### src/rtl/vga_object_compositor_pkg.sv
// Shared types and helpers for the VGA object compositor: object record,
// commit FSM states and the saturating edge computation.
package vga_object_compositor_pkg;

   // Storage width for coordinates; the top-level COORD_W must not exceed it.
   localparam int OBJ_CW = 16;

   typedef struct packed {
      logic [OBJ_CW-1:0] left;
      logic [OBJ_CW-1:0] right;
      logic [OBJ_CW-1:0] top;
      logic [OBJ_CW-1:0] bottom;
      logic [2:0]        color;
      logic              valid;
   } obj_t;

   localparam int OBJ_W = $bits(obj_t);

   typedef enum logic {
      ST_IDLE    = 1'b0,
      ST_PENDING = 1'b1
   } commit_state_t;

   // Far edge = start + size - 1, clamped to limit - 1 when it overshoots the screen.
   function automatic logic [OBJ_CW-1:0] sat_edge(input logic [OBJ_CW-1:0] start,
                                                  input logic [OBJ_CW-1:0] size,
                                                  input logic [OBJ_CW-1:0] limit);
      logic [OBJ_CW:0] w_end;
      w_end = {1'b0, start} + {1'b0, size} - {{OBJ_CW{1'b0}}, 1'b1};
      if (w_end >= {1'b0, limit}) return limit - OBJ_CW'(1);
      return w_end[OBJ_CW-1:0];
   endfunction

endpackage

### src/rtl/vga_obj_hit.sv
// One object's active-bank entry and its registered (stage-1) hit comparator.
module vga_obj_hit
   import vga_object_compositor_pkg::*;
(
   input  logic              clk,
   input  logic              reset_n,
   input  logic              i_load,
   input  logic [OBJ_W-1:0]  i_shadow,
   input  logic [OBJ_CW-1:0] i_x,
   input  logic [OBJ_CW-1:0] i_y,
   output logic              o_hit_p1,
   output logic [2:0]        o_color
);

   obj_t r_active;
   logic r_hit_p1;
   logic w_hit;

   always_comb begin
      w_hit = r_active.valid
              && (i_x >= r_active.left) && (i_x <= r_active.right)
              && (i_y >= r_active.top)  && (i_y <= r_active.bottom);
   end

   always_ff @(posedge clk) begin
      if (!reset_n) begin
         r_active.valid <= 1'b0;
         r_hit_p1       <= 1'b0;
      end else begin
         if (i_load) r_active <= obj_t'(i_shadow);
         r_hit_p1 <= w_hit;
      end
   end

   assign o_hit_p1 = r_hit_p1;
   assign o_color  = r_active.color;

endmodule

### src/rtl/vga_object_compositor.sv
// Double-buffered rectangle compositor with fixed priority (lowest index on top)
// and per-frame bird (object 0) collision reporting.
module vga_object_compositor
   import vga_object_compositor_pkg::*;
#(
   parameter int         N_OBJ    = 4,
   parameter int         COORD_W  = 10,
   parameter int         H_ACTIVE = 640,
   parameter int         V_ACTIVE = 480,
   parameter logic [2:0] BG_COLOR = 3'b000,
   localparam int        IDX_W    = (N_OBJ > 2) ? $clog2(N_OBJ) : 1
)(
   input  logic               clk,
   input  logic               reset_n,
   input  logic               wr_en,
   input  logic [IDX_W-1:0]   wr_idx,
   input  logic [COORD_W-1:0] wr_x,
   input  logic [COORD_W-1:0] wr_y,
   input  logic [COORD_W-1:0] wr_w,
   input  logic [COORD_W-1:0] wr_h,
   input  logic [2:0]         wr_color,
   input  logic               wr_visible,
   input  logic               frame_start,
   input  logic [COORD_W-1:0] counter_x,
   input  logic [COORD_W-1:0] counter_y,
   input  logic               de_in,
   input  logic               hsync_in,
   input  logic               vsync_in,
   output logic               vga_r,
   output logic               vga_g,
   output logic               vga_b,
   output logic               de_out,
   output logic               hsync_out,
   output logic               vsync_out,
   output logic [N_OBJ-1:0]   hit_mask,
   output logic               collision,
   output logic               collision_sticky,
   input  logic               collision_clr
);

   localparam logic [OBJ_CW-1:0] H_LIM = OBJ_CW'(H_ACTIVE);
   localparam logic [OBJ_CW-1:0] V_LIM = OBJ_CW'(V_ACTIVE);

   obj_t              r_shadow [N_OBJ];
   commit_state_t     r_state, w_state_nxt;
   obj_t              w_wr_obj;
   logic              w_accept, w_commit, w_coll_set;
   logic [OBJ_CW-1:0] w_wr_x, w_wr_y, w_wr_w, w_wr_h, w_px, w_py;
   logic [N_OBJ-1:0]  w_hit_p1;
   logic [2:0]        w_color [N_OBJ];
   logic [2:0]        w_pix_color;
   logic              r_vld_p1, r_hs_p1, r_vs_p1;
   logic              r_vld_p2, r_hs_p2, r_vs_p2;
   logic [2:0]        r_rgb_p2;
   logic [N_OBJ-1:0]  r_hit_p2;
   logic              r_coll_acc, r_coll, r_coll_sticky;

   assign w_wr_x   = OBJ_CW'(wr_x);
   assign w_wr_y   = OBJ_CW'(wr_y);
   assign w_wr_w   = OBJ_CW'(wr_w);
   assign w_wr_h   = OBJ_CW'(wr_h);
   assign w_px     = OBJ_CW'(counter_x);
   assign w_py     = OBJ_CW'(counter_y);
   assign w_accept = wr_en && (32'(wr_idx) < 32'(N_OBJ));

   always_comb begin
      w_wr_obj.left   = w_wr_x;
      w_wr_obj.right  = sat_edge(w_wr_x, w_wr_w, H_LIM);
      w_wr_obj.top    = w_wr_y;
      w_wr_obj.bottom = sat_edge(w_wr_y, w_wr_h, V_LIM);
      w_wr_obj.color  = wr_color;
      w_wr_obj.valid  = wr_visible && (w_wr_w != '0) && (w_wr_h != '0)
                        && (w_wr_x < H_LIM) && (w_wr_y < V_LIM);
   end

   always_ff @(posedge clk) begin
      for (int i = 0; i < N_OBJ; i++) begin
         if (!reset_n)                              r_shadow[i].valid <= 1'b0;
         else if (w_accept && wr_idx == IDX_W'(i))  r_shadow[i] <= w_wr_obj;
      end
   end

   always_ff @(posedge clk) begin
      if (!reset_n) r_state <= ST_IDLE;
      else          r_state <= w_state_nxt;
   end

   // The copy samples shadow before this cycle's write, so a coincident write stays pending.
   always_comb begin
      w_state_nxt = r_state;
      w_commit    = 1'b0;
      case (r_state)
         ST_IDLE:    if (w_accept) w_state_nxt = ST_PENDING;
         ST_PENDING: if (frame_start) begin
            w_commit = 1'b1;
            if (!w_accept) w_state_nxt = ST_IDLE;
         end
         default:    w_state_nxt = ST_IDLE;
      endcase
   end

   // Stage 1: per-object hit comparators, syncs delayed alongside
   genvar g;
   generate
      for (g = 0; g < N_OBJ; g++) begin : g_obj
         vga_obj_hit u_hit (
            .clk      (clk),
            .reset_n  (reset_n),
            .i_load   (w_commit),
            .i_shadow (r_shadow[g]),
            .i_x      (w_px),
            .i_y      (w_py),
            .o_hit_p1 (w_hit_p1[g]),
            .o_color  (w_color[g])
         );
      end
   endgenerate

   always_comb begin
      w_pix_color = BG_COLOR;
      for (int i = N_OBJ - 1; i >= 0; i--) begin
         if (w_hit_p1[i]) w_pix_color = w_color[i];
      end
   end

   assign w_coll_set = r_vld_p1 && w_hit_p1[0] && (|w_hit_p1[N_OBJ-1:1]);

   always_ff @(posedge clk) begin
      if (!reset_n) begin
         r_vld_p1 <= 1'b0;
         r_hs_p1  <= 1'b0;
         r_vs_p1  <= 1'b0;
         r_vld_p2 <= 1'b0;
         r_hs_p2  <= 1'b0;
         r_vs_p2  <= 1'b0;
         r_rgb_p2 <= 3'b000;
         r_hit_p2 <= '0;
      end else begin
         r_vld_p1 <= de_in;
         r_hs_p1  <= hsync_in;
         r_vs_p1  <= vsync_in;
         // Stage 2: priority colour, blanked outside the active area
         r_rgb_p2 <= w_pix_color & {3{r_vld_p1}};
         r_hit_p2 <= w_hit_p1;
         r_vld_p2 <= r_vld_p1;
         r_hs_p2  <= r_hs_p1;
         r_vs_p2  <= r_vs_p1;
      end
   end

   always_ff @(posedge clk) begin
      if (!reset_n) begin
         r_coll_acc    <= 1'b0;
         r_coll        <= 1'b0;
         r_coll_sticky <= 1'b0;
      end else begin
         if (frame_start) begin
            r_coll     <= r_coll_acc;
            r_coll_acc <= w_coll_set;
         end else begin
            r_coll_acc <= r_coll_acc | w_coll_set;
         end
         if (frame_start && r_coll_acc) r_coll_sticky <= 1'b1;
         else if (collision_clr)         r_coll_sticky <= 1'b0;
      end
   end

   assign {vga_r, vga_g, vga_b} = r_rgb_p2;
   assign hit_mask              = r_hit_p2;
   assign de_out                = r_vld_p2;
   assign hsync_out             = r_hs_p2;
   assign vsync_out             = r_vs_p2;
   assign collision             = r_coll;
   assign collision_sticky      = r_coll_sticky;

endmodule

### config.mk
export PLATFORM = sky130hd
export DESIGN_NAME = vga_object_compositor
export DESIGN_NICKNAME = d
export VERILOG_FILES = /design/src/rtl/vga_object_compositor_pkg.sv /design/src/rtl/vga_obj_hit.sv /design/src/rtl/vga_object_compositor.sv
export SDC_FILE = /design/constraint.sdc
export NUM_CORES = 1
export LEC_CHECK = 0
export ABC_AREA = 1
export CAP_MARGIN = 15
export CELL_PAD_IN_SITES_DETAIL_PLACEMENT = 0
export CELL_PAD_IN_SITES_GLOBAL_PLACEMENT = 2
export CORE_ASPECT_RATIO = 2
export CORE_MARGIN = 8
export CORE_UTILIZATION = 45
export CTS_CLUSTER_SIZE = 10
export DETAILED_ROUTE_END_ITERATION = 10
export PLACE_DENSITY = 0.88
export SLEW_MARGIN = 0
export SYNTH_ARGS = -nofsm -noshare
export SYNTH_HDL_FRONTEND = slang
export SYNTH_SLANG_ARGS = --single-unit
### constraint.sdc
create_clock -name clk -period 26.1 [get_ports clk]
set_input_delay 7.83 -clock clk [delete_from_list [all_inputs] [get_ports clk]]
set_output_delay 7.83 -clock clk [all_outputs]
set_load 0.01 [all_outputs]
==> results of run 1 <==
state kept, by name, summed over array words and instances, names as in the netlist:
name,count
collision,1
collision_sticky,1
de_out,1
g_obj.u_hit.o_color,12
g_obj.u_hit.o_hit_p1,4
g_obj.u_hit.r_active,180
hit_mask,4
hsync_out,1
r_coll_acc,1
r_hs_p1,1
r_rgb_p2,3
r_shadow,192
r_state,1
r_vld_p1,1
r_vs_p1,1
vsync_out,1
power breakdown:
part / switching [W] / internal [W]
clock network: 0.000232 / 0.000328
registers: 0.00000488 / 0.000736
logic: 0.0000885 / 0.0000482
total: 0.000325 / 0.00111
routing by layer:
metal / routed length, um / GRT usage (%) / vias up / share of wire, %
li1: - / - / 5336 / -
met1: 12700 / 14.8 / 5051 / 32
met2: 23200 / 35.1 / 168 / 59
met3: 1100 / 2.12 / 79 / 2.8
met4: 2090 / 9.16 / 0 / 5.4
met5: 0 / 0 / - / 0
cell families (layout without fill, tap and decap cells):
family                     count (synthesis)  in the layout  synth area share, %
other                                      1             20               0.0205
AOI/OAI and AO/OA                        129            129                 3.97
and+or+nand+nor                          428            428                 9.95
DFF                                      405            405                 65.0
xor gates and xnor gates                  10             10                0.479
adders and majority gates                200            200                 13.8
buffers and inverters                    330            487                 6.77
critical path, cell delays in order:
cell and delay [ns]:
clkdlybuf4s50_1 0.97, inv_1 0.51, nor2_4 0.52, buf_12 0.62
worst min-delay path by stage:
stage                    start                           to  depth (start not counted)
6_report        r_shadow[2][3]    g_obj[2].u_hit.o_color[2]                          0
5_1_grt         r_shadow[2][3]    g_obj[2].u_hit.o_color[2]                          0
4_1_cts                r_vs_p1                    vsync_out                          2
3_5_place_dp           r_vs_p1                    vsync_out                          2
3_3_place_gp   r_shadow[0][34]  g_obj[0].u_hit.r_active[40]                          0
2_1_floorplan          r_hs_p1                    hsync_out                          2
metrics by stage:
stage	hold WS (ns)	setup slack [ns]	total power, W	utilization, %
finish	0.404	15.55	0.00144	52.8
global route	0.413	15.36	0.00150	52.8
CTS	0.409	15.57	0.00145	52.8
detailed placement	0.402	15.00	0.000893	49.6
global placement	0.400	15.07	0.000889	49.6
floorplan	0.390	8.91	0.000839	-
synth_stat cells:
master / number / area share [%]
edfxtp_1: 379 / 62
inv_1: 327 / 6.7
nand2_1: 247 / 5.1
ha_1: 198 / 14
nor2_1: 79 / 1.6
a21oi_1: 78 / 2.1
nand3_1: 47 / 1.3
dfxtp_1: 26 / 2.8
o21ai_0: 19 / 0.52
nor3_1: 17 / 0.47
nand4_1: 16 / 0.55
o21bai_1: 10 / 0.41
o21a_1: 8 / 0.33
xnor2_1: 6 / 0.29
nand3_2: 5 / 0.27
a21o_1: 4 / 0.16
nand2_2: 4 / 0.14
nand3b_1: 4 / 0.16
xor2_1: 4 / 0.19
a21oi_2: 3 / 0.14
a22oi_1: 3 / 0.12
clkbuf_1: 3 / 0.062
or2_2: 3 / 0.10
fa_1: 2 / 0.22
nand2_4: 2 / 0.12
o21ai_1: 2 / 0.055
and2_1: 1 / 0.034
conb_1: 1 / 0.020
nor2_2: 1 / 0.034
nor2_4: 1 / 0.062
nor4_1: 1 / 0.034
o2111ai_1: 1 / 0.048
o32ai_1: 1 / 0.048
area by class of cell:
cell class	count	area, um^2
clock buffers	66	1250
clock inverters	4	41.3
fillers	3466	19000
inverters	327	1230
multi-input cells	787	5270
flip-flops and latches	405	11900
well taps	530	663
repair buffers	90	901
==> flow_metrics.py, run 1 <==
metrics = {
    "setup_path": {
        "start_kind": "input port",
        "rr_worst_depth": 10,
        "cp.required_ns": 26.26,
        "r2r-end": "g_obj[0].u_hit.o_hit_p1",
        "crit_start": "reset_n",
        "cp-endpoint": "g_obj[3].u_hit.r_active[22]",
        "critPathMaxFanout": 174,
        "reg2reg_from": "g_obj[0].u_hit.r_active[23]",
        "path_class": "input port to flop",
        "reg2reg_setup_slack_ns": 23.95,
        "end_kind": "flop",
        "cp.arrival_ns": 10.70,
    },
    "cts": {
        "cts_hold_buf": 0,
        "clockBufferDepth": 3,
        "cts_setup_buffers": 0,
        "numCtsBuffers": 46,
        "ctsHtreeMaxLevel": 2,
        "clk-insertion-delay-late_ns": 0.55,
        "cts_tree": "done",
        "cts-root-buf": "clkbuf_16",
        "clock_sink_count": 405,
        "clk_pin_slew_ns": 0.06,
        "cts_resized": 0,
    },
    "drt": {
        "ant_nets": 0,
        "vias_per_cell": 4.81,
        "num_vias": 10600,
        "post-route-drc-count": 0,
        "drtPass1Iterations": 4,
        "dr.first_iter.drc_count": 421,
        "wl_per_cell_um": 17.7,
        "wl_um": 39100,
    },
    "placed_design": {
        "place_area_um2": 20000,
        "place_inst": 2139,
        "gp_congestion": 0.831,
        "place_hpwl_um": 29800,
        "io_buffers": 85,
    },
    "cells_and_area": {
        "nNetsFinal": 1931,
        "diodes": 0,
        "drive_above_1_share_pct": 4.71,
        "most-common-layout-cells": "edfxtp_1, inv_1, nand2_1, ha_1, clkdlybuf4s50_1",
        "stdcell_area_um2": 21200,
        "area_growth_pct": 16.1,
        "fin_cells": 2209,
        "final_common_cell": "edfxtp_1",
    },
    "sta": {
        "tightest_slew_ns": 0.998,
        "slew_headroom_pct": 32.8,
        "period_share_pct": 40.4,
        "fin_setup_tns_ns": 0,
        "hold_viol": 0,
        "finalCriticalPeriod_ns": 10.55,
        "drv_slew": 0,
        "skew_ns": 0.0216,
        "setup_viol": 0,
        "rsz0062_at_grt": "no",
        "fmax_ghz": 0.0948,
    },
    "synthesis": {
        "synth-seq-cells": 405,
        "yosysSeqAreaShare_pct": 65.0,
        "syn_area_per_cell_um2": 12.2,
        "netlist_area_um2": 18300,
        "syn_inst": 1503,
        "yosysUniqueCellTypes": 33,
        "yosysWarningCount": 0,
    },
    "run_status": {
        "status": "complete, no violations",
    },
    "die": {
        "chipHeight_um": 301,
        "num_rows": 104,
        "start_util_pct": 45.5,
        "pin_count": 86,
        "fp.coreArea_um2": 40200,
        "die-area_um2": 47800,
        "die_w_um": 159,
    },
    "job": {
        "max_cap_viol_count": 0,
    },
    "global_routing": {
        "grt_pass1_vias": 11100,
        "grt_pass1_wl_um": 59900,
        "gr-total-overflow": 0,
        "track_usage_pct": 17.0,
        "grt_max_degree": 175,
        "antenna_found_initial": 0,
    },
    "power_and_ir_drop": {
        "power_density_nw_per_um2": 67.6,
        "peakVddDrop_mv": 0.0644,
        "p_leak_nw": 9.28,
    },
    "min_path": {
        "hold_class": "flop to flop",
    },
}
(Power assumes the default switching activity.)
==> run 2: changes to the inputs <==
--- a/config.mk
+++ b/config.mk
@@ -11,10 +11,10 @@
 export CELL_PAD_IN_SITES_GLOBAL_PLACEMENT = 2
 export CORE_ASPECT_RATIO = 2
 export CORE_MARGIN = 8
-export CORE_UTILIZATION = 45
+export CORE_UTILIZATION = 38
 export CTS_CLUSTER_SIZE = 10
 export DETAILED_ROUTE_END_ITERATION = 10
-export PLACE_DENSITY = 0.88
+export PLACE_DENSITY = 0.8
 export SLEW_MARGIN = 0
 export SYNTH_ARGS = -nofsm -noshare
 export SYNTH_HDL_FRONTEND = slang
==> constraint.sdc (replaced) <==
create_clock -name clk -period 8.6 [get_ports clk]
set_input_delay 2.58 -clock clk [delete_from_list [all_inputs] [get_ports clk]]
set_output_delay 2.58 -clock clk [all_outputs]
set_load 0.01 [all_outputs]
==> run 2 against run 1 <==
Global-route usage fell by 3.9 points. Die area rose by 17%. Setup slack got worse by 12 ns. Via count fell by 3.8%. Flip-flop and latch count did not move. Count of clock-buffer cells in the layout did not move. Combinational power rose to 3.0 times the previous value. Core utilization fell by 8.2 points. Clock power rose to 3.0 times the previous value. Highest routed layer unchanged. Final area rose by 0.71%.
==> flow_metrics.py, run 2 (synthesized netlist as in run 1, its figures left out) <==
metrics = {
    "run_status": {
        "status": "complete, no violations",
    },
    "placed_design": {
        "io_buffers": 85,
        "gp_congestion": 0.764,
        "place_area_um2": 20100,
        "place_inst": 2249,
        "place_hpwl_um": 25600,
    },
    "power_and_ir_drop": {
        "p_leak_nw": 9.29,
        "peakVddDrop_mv": 0.160,
        "p_int_w": 0.00338,
        "power_density_nw_per_um2": 203,
        "switching_share_pct": 22.3,
        "power.share.sequential_pct": 51.6,
        "p_sw_w": 0.000970,
        "clock_power_share_pct": 39.1,
        "pwr-share-comb_pct": 9.3,
    },
    "cells_and_area": {
        "area_growth_pct": 16.9,
        "stdcell_area_um2": 21400,
        "largest_reg_flops": 192,
        "largest-register": "r_shadow",
        "final_common_cell": "edfxtp_1",
        "fillers": 4518,
        "fin_cells": 2316,
        "diodes": 0,
        "drive_above_1_share_pct": 4.83,
        "fin_util_pct": 44.6,
        "nNetsFinal": 1933,
        "most-common-layout-cells": "edfxtp_1, inv_1, nand2_1, ha_1, clkdlybuf4s50_1",
    },
    "setup_path": {
        "cp.arrival_ns": 5.50,
        "critPathMaxFanout": 31,
        "slowest_stage": "clkdlybuf4s50_1",
        "max_stage_delay_ns": 0.97,
        "start_kind": "input port",
        "crit_chain": "clkdlybuf4s50_1, inv_1, nor2_4, buf_4",
        "path_class": "input port to flop",
        "end_kind": "flop",
        "cp.required_ns": 8.80,
    },
    "die": {
        "die_w_um": 171,
        "start_util_pct": 38.2,
        "pin_count": 86,
        "chipHeight_um": 326,
        "num_rows": 114,
        "fp.coreArea_um2": 47900,
        "die-area_um2": 55900,
    },
    "drt": {
        "num_vias": 10200,
        "drtPass1Iterations": 4,
        "post-route-drc-count": 0,
        "wl_um": 35600,
        "wl_per_cell_um": 15.4,
        "ant_nets": 0,
        "vias_per_cell": 4.42,
        "dr.first_iter.drc_count": 361,
    },
    "cts": {
        "cts_resized": 0,
        "ctsHtreeMaxLevel": 2,
        "numCtsBuffers": 46,
        "clk-insertion-delay-late_ns": 0.54,
        "cts_tree": "done",
        "clock_sink_count": 405,
        "cts_setup_buffers": 0,
        "clk_pin_slew_ns": 0.05,
        "clockBufferDepth": 3,
        "cts_hold_buf": 0,
        "cts-root-buf": "clkbuf_16",
    },
    "global_routing": {
        "grt_pass1_vias": 10600,
        "gr-total-overflow": 0,
        "track_usage_pct": 13.1,
        "grt.busiest_layer": "met2",
        "antenna_found_initial": 0,
        "grt_use_met3_pct": 2.10,
        "grt_use_met1_pct": 16.4,
        "grt_max_degree": 74,
        "grt_pass1_wl_um": 56500,
        "grt_util_met2_pct": 22.4,
    },
    "sta": {
        "hold_viol": 0,
        "tightest_slew_ns": 1.10,
        "drv_slew": 0,
        "setup_viol": 0,
        "period_share_pct": 61.5,
        "fin_setup_tns_ns": 0,
        "finalCriticalPeriod_ns": 5.29,
        "skew_ns": 0.0190,
        "fmax_ghz": 0.189,
        "rsz0062_at_grt": "no",
        "slew_headroom_pct": 26.6,
    },
    "min_path": {
        "hold_class": "flop to flop",
    },
    "job": {
        "max_cap_viol_count": 0,
    },
}
## run 2: path summary, 6_finish.rpt
| path | cells past startpoint | from | slack (ns) | end |
|---|---|---|---|---|
| max | 4 | reset_n | 3.31 | r_shadow[3][7] |
| min | 0 | r_shadow[0][54] | 0.40 | g_obj[0].u_hit.r_active[60] |
| max reg2reg | 3 | r_state | 6.51 | g_obj[3].u_hit.r_active[11] |
| min reg2reg | 0 | r_shadow[0][54] | 0.40 | g_obj[0].u_hit.r_active[60] |
## run 2: per-layer routing
layer | vias to the layer above | wire length (um)
li1 | 5336 | -
met1 | 4658 | 15900
met2 | 177 | 17300
met3 | 56 | 1440
met4 | 0 | 1060
met5 | - | 0
## run 2: worst max-delay path, delay by kind of cell
kind	cells	cell delay, ns
buffers and inverters	3	1.91
and+or+nand+nor	1	0.97
## run 2: area by class of cell
type | instances | area, um^2 | share of cell area, %
Clock buffer | 66 | 1270 | 5.92
Clock inverter | 1 | 8.76 | 0.0409
Inverter | 327 | 1230 | 5.74
Multi-Input combinational cell | 787 | 5270 | 24.6
Sequential cell | 405 | 11900 | 55.6
Tap cell | 638 | 798 | 3.73
Timing Repair Buffer | 92 | 928 | 4.34
## run 2: power groups by stage
stage                     logic, W  clock network [W]  registers [W]
final                     0.000405            0.00170        0.00225
after global routing      0.000471            0.00182        0.00225
after CTS                 0.000415            0.00175        0.00225
after detailed placement  0.000413                  0        0.00229
after global placement    0.000410                  0        0.00229
after floorplan           0.000256                  0        0.00229
## run 2: through the flow
| stage | power (W) | setup WS [ns] | hold WS (ns) |
|---|---|---|---|
| after detailed placement | 0.00270 | 2.68 | 0.401 |
| after global routing | 0.00454 | 3.09 | 0.405 |
| final | 0.00435 | 3.31 | 0.396 |
| after floorplan | 0.00254 | 0.0728 | 0.390 |
| after CTS | 0.00441 | 3.25 | 0.391 |
| after global placement | 0.00270 | 2.72 | 0.397 |
